<file path="src/rtl/eth_tx_mac.sv">
`default_nettype none
// ============================================================================
// Module   : eth_tx_mac
// Brief    : GMII transmit MAC - preamble/SFD, padding, CRC-32 FCS, IFG.
// Revision : 1.0 - initial release
// ============================================================================
module eth_tx_mac #(
    parameter int IFG_CYCLES = 12,
    parameter int MIN_FRAME  = 60,
    parameter int MAX_FRAME  = 1514
) (
    input  logic       clk,
    input  logic       rst_n,
    input  logic [7:0] in_data,
    input  logic       in_valid,
    input  logic       in_last,
    output logic       in_ready,
    output logic [7:0] gmii_txd,
    output logic       gmii_tx_en,
    output logic       gmii_tx_er,
    output logic       busy,
    output logic       frame_done,
    output logic       frame_err
);
    localparam logic [2:0] c_idle        = 3'd0;
    localparam logic [2:0] c_preamble    = 3'd1;
    localparam logic [2:0] c_data        = 3'd2;
    localparam logic [2:0] c_pad         = 3'd3;
    localparam logic [2:0] c_fcs         = 3'd4;
    localparam logic [2:0] c_abort_drain = 3'd5;
    localparam logic [2:0] c_ifg         = 3'd6;

    localparam logic [10:0] c_min_frame = 11'(MIN_FRAME);
    localparam logic [10:0] c_max_frame = 11'(MAX_FRAME);
    localparam logic [15:0] c_ifg_last  = 16'(IFG_CYCLES - 1);
    localparam logic [31:0] c_crc_poly  = 32'hEDB8_8320;
    localparam logic [31:0] c_crc_init  = 32'hFFFF_FFFF;

    logic [2:0]  r_state;
    logic [2:0]  r_pre_cnt;
    logic [1:0]  r_fcs_idx;
    logic [10:0] r_byte_cnt;
    logic [15:0] r_ifg_cnt;
    logic [31:0] r_crc;

    logic [31:0] w_crc_data;
    logic [31:0] w_crc_pad;
    logic [10:0] w_cnt_inc;
    logic [7:0]  w_fcs_byte;
    logic        w_sfd_slot;

    // Reflected CRC-32, one byte per call, LSB of the byte first.
    function automatic logic [31:0] crc_step(input logic [31:0] crc, input logic [7:0] data);
        logic [31:0] c;
        c = crc ^ {24'd0, data};
        for (int i = 0; i < 8; i++) begin
            c = c[0] ? ((c >> 1) ^ c_crc_poly) : (c >> 1);
        end
        return c;
    endfunction

    assign w_crc_data = crc_step(r_crc, in_data);
    assign w_crc_pad  = crc_step(r_crc, 8'h00);
    assign w_cnt_inc  = r_byte_cnt + 11'd1;
    assign w_fcs_byte = ~r_crc[{r_fcs_idx, 3'b000} +: 8];
    assign w_sfd_slot = (r_state == c_preamble) && (r_pre_cnt == 3'd7);

    // The SFD cycle doubles as the first acceptance slot so byte 1 follows 0xD5 directly.
    assign in_ready = w_sfd_slot
                    || ((r_state == c_data) && (r_byte_cnt != c_max_frame))
                    || (r_state == c_abort_drain);
    assign busy     = (r_state != c_idle);

    always_ff @(posedge clk or negedge rst_n) begin
        if (!rst_n) begin
            r_state    <= c_idle;
            r_pre_cnt  <= 3'd0;
            r_fcs_idx  <= 2'd0;
            r_byte_cnt <= 11'd0;
            r_ifg_cnt  <= 16'd0;
            r_crc      <= c_crc_init;
            gmii_txd   <= 8'h00;
            gmii_tx_en <= 1'b0;
            gmii_tx_er <= 1'b0;
            frame_done <= 1'b0;
            frame_err  <= 1'b0;
        end else begin
            gmii_tx_er <= 1'b0;
            frame_done <= 1'b0;
            frame_err  <= 1'b0;
            case (r_state)
                c_idle: begin
                    gmii_txd   <= 8'h00;
                    gmii_tx_en <= 1'b0;
                    if (in_valid) begin
                        r_state    <= c_preamble;
                        r_pre_cnt  <= 3'd0;
                        r_fcs_idx  <= 2'd0;
                        r_byte_cnt <= 11'd0;
                        r_crc      <= c_crc_init;
                        gmii_txd   <= 8'h55;
                        gmii_tx_en <= 1'b1;
                    end
                end
                c_preamble, c_data: begin
                    if ((r_state == c_preamble) && !w_sfd_slot) begin
                        r_pre_cnt <= r_pre_cnt + 3'd1;
                        gmii_txd  <= (r_pre_cnt == 3'd6) ? 8'hD5 : 8'h55;
                    end else if (in_valid && in_ready) begin
                        gmii_txd   <= in_data;
                        gmii_tx_en <= 1'b1;
                        r_crc      <= w_crc_data;
                        r_byte_cnt <= w_cnt_inc;
                        if (in_last) begin
                            r_state <= (w_cnt_inc < c_min_frame) ? c_pad : c_fcs;
                        end else begin
                            r_state <= c_data;
                        end
                    end else begin
                        // Underrun or oversize: one error-propagation byte, then drain.
                        gmii_txd   <= 8'h00;
                        gmii_tx_en <= 1'b1;
                        gmii_tx_er <= 1'b1;
                        frame_err  <= 1'b1;
                        r_state    <= c_abort_drain;
                    end
                end
                c_pad: begin
                    gmii_txd   <= 8'h00;
                    r_crc      <= w_crc_pad;
                    r_byte_cnt <= w_cnt_inc;
                    if (w_cnt_inc >= c_min_frame) begin
                        r_state <= c_fcs;
                    end
                end
                c_fcs: begin
                    gmii_txd  <= w_fcs_byte;
                    r_fcs_idx <= r_fcs_idx + 2'd1;
                    if (r_fcs_idx == 2'd3) begin
                        frame_done <= 1'b1;
                        r_ifg_cnt  <= 16'd0;
                        r_state    <= c_ifg;
                    end
                end
                c_abort_drain: begin
                    gmii_txd   <= 8'h00;
                    gmii_tx_en <= 1'b0;
                    if (in_valid && in_last) begin
                        r_ifg_cnt <= 16'd0;
                        r_state   <= c_ifg;
                    end
                end
                c_ifg: begin
                    gmii_txd   <= 8'h00;
                    gmii_tx_en <= 1'b0;
                    if (r_ifg_cnt == c_ifg_last) begin
                        r_state <= c_idle;
                    end else begin
                        r_ifg_cnt <= r_ifg_cnt + 16'd1;
                    end
                end
                default: begin
                    gmii_txd   <= 8'h00;
                    gmii_tx_en <= 1'b0;
                    r_state    <= c_idle;
                end
            endcase
        end
    end
endmodule
`default_nettype wire

</file>
<file path="config.mk">
export PLATFORM = sky130hd
export DESIGN_NAME = eth_tx_mac
export DESIGN_NICKNAME = d
export VERILOG_FILES = /design/src/rtl/eth_tx_mac.sv
export SDC_FILE = /design/constraint.sdc
export NUM_CORES = 1
export LEC_CHECK = 0
export ABC_AREA = 1
export CORE_AREA = 2 2 98 138
export CTS_BUF_LIST = sky130_fd_sc_hd__clkbuf_8 sky130_fd_sc_hd__clkbuf_16
export DETAILED_ROUTE_END_ITERATION = 6
export DIE_AREA = 0 0 100 140
export PLACE_DENSITY = 0.68
export SYNTH_ARGS = -nofsm -noshare
export SYNTH_HDL_FRONTEND = slang
export SYNTH_SLANG_ARGS = --single-unit
</file>
<file path="constraint.sdc">
create_clock -name clk -period 2.9 [get_ports clk]
set_clock_uncertainty 0.05 [all_clocks]
set_input_delay 0.58 -clock clk [delete_from_list [all_inputs] [get_ports clk]]
set_output_delay 0.58 -clock clk [all_outputs]
set_load 0.05 [all_outputs]
</file>
==> results of run 1 <==
==> worst max-delay path, delay by kind of cell, from the launching register on <==
family / cells / cell delay, ns
buffers and inverters: 2 / 0.79
DFF: 1 / 0.47
and+or+nand+nor: 2 / 0.43
==> per-stage QoR <==
step	utilization, %	worst slack (ns)	cells
after global routing	55.8	0.139	1067
after global placement	53.4	0.192	1051
after floorplan	-	0.611	884
final	55.8	0.224	1067
after detailed placement	53.4	0.214	1051
after CTS	55.8	0.221	1067
==> worst max-delay path by stage <==
stage / startpoint / cells past startpoint / slack (ns) / endpoint
2_1_floorplan: r_pre_cnt[1]$_DFFE_PN0P_ / 12 / 0.61 / r_byte_cnt[10]$_DFFE_PN0P_
6_report: r_state[0]$_DFFE_PN0P_ / 4 / 0.22 / busy
5_1_grt: r_state[0]$_DFFE_PN0P_ / 4 / 0.14 / busy
3_5_place_dp: in_data[5] / 11 / 0.21 / r_crc[19]$_DFFE_PN1P_
3_3_place_gp: in_data[3] / 9 / 0.19 / r_crc[26]$_DFFE_PN1P_
4_1_cts: r_state[0]$_DFFE_PN0P_ / 4 / 0.22 / busy
==> flip-flops by register name, indices dropped and copies added (netlist names) <==
name        cells
r_crc          32
r_ifg_cnt      16
gmii_tx_en      1
frame_err       1
r_fcs_idx       2
gmii_txd        8
r_byte_cnt     11
r_pre_cnt       3
r_state         3
frame_done      1
==> cell type report <==
| cell class | count | area [µm²] |
|---|---|---|
| Fill cell | 1207 | 5640 |
| Multi-Input combinational cell | 678 | 3840 |
| Sequential cell | 78 | 1990 |
| Timing Repair Buffer | 44 | 413 |
| Inverter | 98 | 370 |
| Clock buffer | 9 | 225 |
| Tap cell | 153 | 191 |
| Clock inverter | 7 | 85.1 |
==> routing by layer <==
layer	part of all wire [%]	global-route usage [%]	up-vias	wire length (µm)
li1	-	-	2925	-
met1	40	33.4	2769	7600
met2	49	47.5	212	9270
met3	5.5	3.89	52	1040
met4	5.0	14.9	0	935
met5	0	0	-	0
==> logic make-up (layout without fill, tap and decap cells) <==
kind of cell               after synthesis  count (layout)  share of synthesized area (%)
DFF                                     78              78                           31.2
buffers and inverters                  128             158                           8.66
AOI/OAI and AO/OA                      157             157                           13.5
adders and majority gates                7               7                           1.37
xor gates and xnor gates               113             113                           17.6
and+or+nand+nor                        401             401                           27.6
==> cells in the final DEF (no fill, tap or decap), types with 4 or more instances in the layout <==
master / count
o211ai_1: 5
inv_1: 83
clkbuf_16: 9
nor2_1: 54
o21ai_0: 68
dfrtp_1: 46
inv_2: 13
ha_1: 7
dfstp_2: 32
xnor2_1: 33
buf_4: 19
xor2_1: 67
nand4_1: 9
clkdlybuf4s50_1: 23
nor3_1: 14
nand3b_1: 5
nand3_1: 66
o21ai_1: 20
nand2_1: 223
inv_6: 4
o22ai_1: 15
xnor2_2: 7
nand2_2: 11
a21oi_1: 33
==> results.sh, run 1 <==
export IMPL_outcome="complete, no violations"
export IMPL_hold_violations=0
export IMPL_synth_edf_count=0
export IMPL_ant_nets=0
export IMPL_final_area_um2=7110
export IMPL_cts_tree="built"
export IMPL_cp_arrival_ns=2.05
export IMPL_initial_utilization_pct=50.0
export IMPL_placementRows=49
export IMPL_synthTopCellsByCount="nand2_1 (223), inv_1 (83), o21ai_0 (68)"
export IMPL_via_per_inst=5.58
export IMPL_yosys_warnings=0
export IMPL_syn_area_um2=6380
export IMPL_drive_gt1_share_pct=13.0
export IMPL_firstDrtPassIters=5
export IMPL_ys_top_cells_by_area="dfrtp_1 (18%), dfstp_2 (13%), nand2_1 (13%), xor2_1 (9.2%), o21ai_0 (5.3%)"
export IMPL_finalSetupViolCount=0
export IMPL_timing_slew_headroom_pct=59.2
export IMPL_yosys_register_bits=78
export IMPL_worstMarginPinSlew_ns=0.610
export IMPL_rr_worst_depth=8
export IMPL_clk_path_buf_depth=2
export IMPL_grt_pass1_vias=5700
export IMPL_drv_slew=0
export IMPL_dp_hpwl_um=13900
export IMPL_max_clock_freq_ghz=0.374
export IMPL_synth_top_cell_area_share_pct=18.0
export IMPL_drc=0
export IMPL_ys_flop_type="dfrtp_1"
export IMPL_hold_class="in2async"
export IMPL_cts_setup_buffers=0
export IMPL_end_kind="output port"
export IMPL_crit_path_cell_trace="or2_4 > nor2_1 > inv_1 > clkdlybuf4s50_1"
export IMPL_reg2reg_slack_ns=0.47
export IMPL_cp_slowest_stage_delay_ns=0.70
export IMPL_htree_levels=3
export IMPL_die_area_um2=14000
export IMPL_fin_tns_setup_ns=0
export IMPL_clk_latency_ns=0.35
export IMPL_grt_antenna_before_repair=0
export IMPL_finalCritPeriodShare_pct=92.3
export IMPL_dpl_cell_area_um2=6800
export IMPL_grt_usage_pct=27.8
export IMPL_crit_path_start_kind="register"
export IMPL_async_reset_ff_share_pct=100
export IMPL_die_height_um=140
export IMPL_port_buffers=25
export IMPL_ctsHoldBuffers=0
export IMPL_timing_rr_start="r_crc[3]$_DFFE_PN1P_"
export IMPL_cp_max_fo=7
export IMPL_clk_pin_slew_ns=0.07
export IMPL_grt_overflow_total=0
export IMPL_yosys_area_top_type="dfrtp_1"
export IMPL_syn_to_final_growth_pct=11.5
export IMPL_worst_setup_path_type="reg2out"
export IMPL_die_width_um=100
export IMPL_synth_cell_types=49
export IMPL_ioPinCount=26
export IMPL_finalCriticalPeriod_ns=2.68
export IMPL_clock_root_buffer="clkbuf_16"
export IMPL_design_core_area_um2=12800
export IMPL_grt_pass1_wl_um=30100
export IMPL_wl_per_cell_um=17.7
export IMPL_vias=5958
export IMPL_rsz0062_at_grt="no"
export IMPL_synth_most_common_cell="nand2_1"
export IMPL_max_cap_violations=0
export IMPL_required_ns=2.27
export IMPL_yosysSeqAreaShare_pct=31.2
export IMPL_slowest_stage="clkdlybuf4s50_1"
export IMPL_cts_sinks=78
export IMPL_drt_total_wl_um=18800
export IMPL_syn_num_nets=903
export IMPL_finalNetCount=928
export IMPL_whs_ns=0.128
export IMPL_drt_iter0_drc=348
export IMPL_cts_buffers=9
export IMPL_grt_max_degree=46
export IMPL_synth_avg_cell_area_um2=7.22
export IMPL_postCtsResizedCells=0
export IMPL_place_congestion=1.02
export IMPL_reg2reg_to="r_crc[26]$_DFFE_PN1P_"
export IMPL_postSynthCellCount=884
export IMPL_n_antenna_cell=0
Power of run 1 is left out: the tool's default activity adds up to more than one toggle a clock period on the data nets, which glitch-free logic cannot reach.
==> run 2: changes to the inputs <==
- ABC_AREA: 1 -> unset
- CORE_AREA: 2 2 98 138 -> 2 2 94 133
- DIE_AREA: 0 0 100 140 -> 0 0 96 135
- GPL_TIMING_DRIVEN: unset -> 0
==> run 2 against run 1 <==
  * Non-clock buffer count is 24 higher
  * Largest cell class unchanged
  * Via count is 16% lower
  * Critical path depth is 3 higher
  * Critical endpoint is now r_crc[3]$_DFFE_PN1P_
  * Highest routed layer unchanged
  * Cell count is 23% lower
  * Register-to-register slack worse by 0.40 ns
==> results.sh, run 2 <==
export IMPL_ant_nets=0
export IMPL_max_clock_freq_ghz=0.347
export IMPL_reg2reg_slack_ns=0.07
export IMPL_timing_slew_headroom_pct=38.2
export IMPL_whs_ns=0.120
export IMPL_synth_edf_count=0
export IMPL_postSynthCellCount=636
export IMPL_cts_tree="built"
export IMPL_synth_most_common_cell="xnor2_1"
export IMPL_grt_overflow_total=0
export IMPL_ioPinCount=26
export IMPL_vias=5023
export IMPL_yosysSeqAreaShare_pct=33.8
export IMPL_max_cap_violations=0
export IMPL_cts_buffers=9
export IMPL_wl_per_cell_um=21.5
export IMPL_worst_setup_path_type="in2reg"
export IMPL_port_buffers=22
export IMPL_crit_path_start_kind="input pin"
export IMPL_placementRows=47
export IMPL_n_antenna_cell=0
export IMPL_ys_top_cells_by_area="dfrtp_1 (20%), dfstp_2 (14%), xnor2_1 (14%), o21ai_0 (5.3%), nand2_1 (4.5%)"
export IMPL_rsz0062_at_grt="yes"
export IMPL_ys_flop_type="dfrtp_1"
export IMPL_grt_pass1_wl_um=27100
export IMPL_top_register="r_crc"
export IMPL_die_area_um2=13000
export IMPL_cp_arrival_ns=3.10
export IMPL_synth_avg_cell_area_um2=9.26
export IMPL_drive_gt1_share_pct=16.6
export IMPL_required_ns=3.12
export IMPL_synth_cell_types=70
export IMPL_grtUsageMet2_pct=48.5
export IMPL_nFillCells=1055
export IMPL_largest_reg_flops=32
export IMPL_clk_path_buf_depth=2
export IMPL_drv_slew=0
export IMPL_syn_area_um2=5890
export IMPL_clk_pin_slew_ns=0.06
export IMPL_fin_tns_setup_ns=0
export IMPL_timing_rr_start="r_state[2]$_DFFE_PN0P_"
export IMPL_end_kind="register"
export IMPL_grtUsageMet3_pct=4.69
export IMPL_drt_total_wl_um=17800
export IMPL_via_per_inst=6.08
export IMPL_cts_sinks=78
export IMPL_rr_worst_depth=8
export IMPL_cp_max_fo=5
export IMPL_firstDrtPassIters=5
export IMPL_clock_root_buffer="clkbuf_16"
export IMPL_syn_to_final_growth_pct=13.4
export IMPL_initial_utilization_pct=50.3
export IMPL_final_cell_mix="xnor2_1 (90), nand2_1 (71), o21ai_0 (62)"
export IMPL_yosys_area_top_type="dfrtp_1"
export IMPL_die_height_um=135
export IMPL_die_width_um=96
export IMPL_outcome="complete, no violations"
export IMPL_design_core_area_um2=11700
export IMPL_grt_antenna_before_repair=0
export IMPL_pre_cts_slack_ns=-0.284
export IMPL_final_common_cell="xnor2_1"
export IMPL_syn_num_nets=655
export IMPL_grt_pass1_vias=4927
export IMPL_synth_top_cell_area_share_pct=19.5
export IMPL_place_congestion=0.938
export IMPL_grt_max_degree=49
export IMPL_finalNetCount=693
export IMPL_reg_top3="r_crc: 32 flops, r_ifg_cnt: 16 flops, r_byte_cnt: 11 flops"
export IMPL_hold_violations=0
export IMPL_critPathLaunch="in_data[2]"
export IMPL_grt_busiest_layer="met2"
export IMPL_finalCriticalPeriod_ns=2.89
export IMPL_reg2reg_to="r_crc[22]$_DFFE_PN1P_"
export IMPL_hold_class="in2async"
export IMPL_ctsHoldBuffers=0
export IMPL_drc=0
export IMPL_yosys_warnings=0
export IMPL_worstMarginPinSlew_ns=0.920
export IMPL_endpoint="r_crc[3]$_DFFE_PN1P_"
export IMPL_grt_usage_pct=28.2
export IMPL_dp_hpwl_um=13000
export IMPL_met1_usage_pct=32.5
export IMPL_setup_ws_ns=0.0144
export IMPL_yosys_register_bits=78
export IMPL_async_reset_ff_share_pct=100
export IMPL_finalCritPeriodShare_pct=99.5
export IMPL_htree_levels=3
export IMPL_finalSetupViolCount=0
export IMPL_synthTopCellsByCount="xnor2_1 (91), nand2_1 (71), o21ai_0 (62)"
export IMPL_drt_iter0_drc=406
export IMPL_clk_latency_ns=0.35
-- run 2: cell count changes after synthesis, moves of 10 or more --
cell	delta
xor2_1	-40
inv_1	-72
nand3_1	-56
o21ai_1	-18
clkbuf_1	+16
or3_1	+10
inv_2	-13
nand2_1	-152
xnor2_1	+58
nand2_2	-11
-- run 2: per-layer routing --
metal	up-vias	share of wire, %
li1	2305	-
met1	2449	38
met2	202	52
met3	67	5.1
met4	0	5.6
met5	-	0
-- run 2: logic make-up after synthesis --
kind of cell / synth area share (%)
AND/OR/NAND/NOR: 14.6
AO/OA/AOI/OAI: 17.0
XOR/XNOR: 25.0
flip-flops: 33.8
buffers and inverters: 4.31
multiplexers: 3.80
adder cells (fa/ha/maj): 1.49
-- run 2: what timing repair did --
action,4_1_cts,5_1_grt
setup buffers,0,4
pin swaps,0,1
hold endpoints to repair,0,0
resized for setup,5,14
setup endpoints to repair,34,34
-- run 2: cell type report --
class / instances / area, µm² / area share [%]
clock buffer: 10 / 239 / 3.58
multi-input combinational: 505 / 3670 / 55.0
sequential: 78 / 1990 / 29.8
inverter: 12 / 45.0 / 0.674
clock inverter: 6 / 46.3 / 0.693
buffer: 41 / 216 / 3.24
tap: 147 / 184 / 2.75
timing repair buffer: 27 / 287 / 4.29
-- run 2: through the flow --
stage | cells | utilization (%) | instance area, µm²
after floorplan | 636 | - | 5890
after global placement | 805 | 53.8 | 6300
after detailed placement | 806 | 54.0 | 6320
after CTS | 822 | 56.5 | 6610
after global routing | 826 | 57.1 | 6680
final | 826 | 57.1 | 6680
-- run 2: worst max-delay path: stages --
cell             delay, ns
clkdlybuf4s50_1       0.56
xnor2_2               0.48
xor2_1                0.60
xor2_1                0.22
a22o_1                0.24
mux2_2                0.25
o21ai_0               0.16
-- run 2: worst min-delay path by stage --
stage                                end  cells after the start  slack, ns                   from
2_1_floorplan       frame_done$_DFF_PN0_                      0       0.23                  rst_n
3_3_place_gp       r_crc[12]$_DFFE_PN1P_                      2       0.43  r_crc[12]$_DFFE_PN1P_
3_5_place_dp       r_crc[12]$_DFFE_PN1P_                      2       0.44  r_crc[12]$_DFFE_PN1P_
4_1_cts        r_byte_cnt[8]$_DFFE_PN0P_                      1       0.14                  rst_n
5_1_grt        r_byte_cnt[8]$_DFFE_PN0P_                      1       0.16                  rst_n
6_report       r_byte_cnt[8]$_DFFE_PN0P_                      1       0.12                  rst_n
Power of run 2 is left out for the same reason.
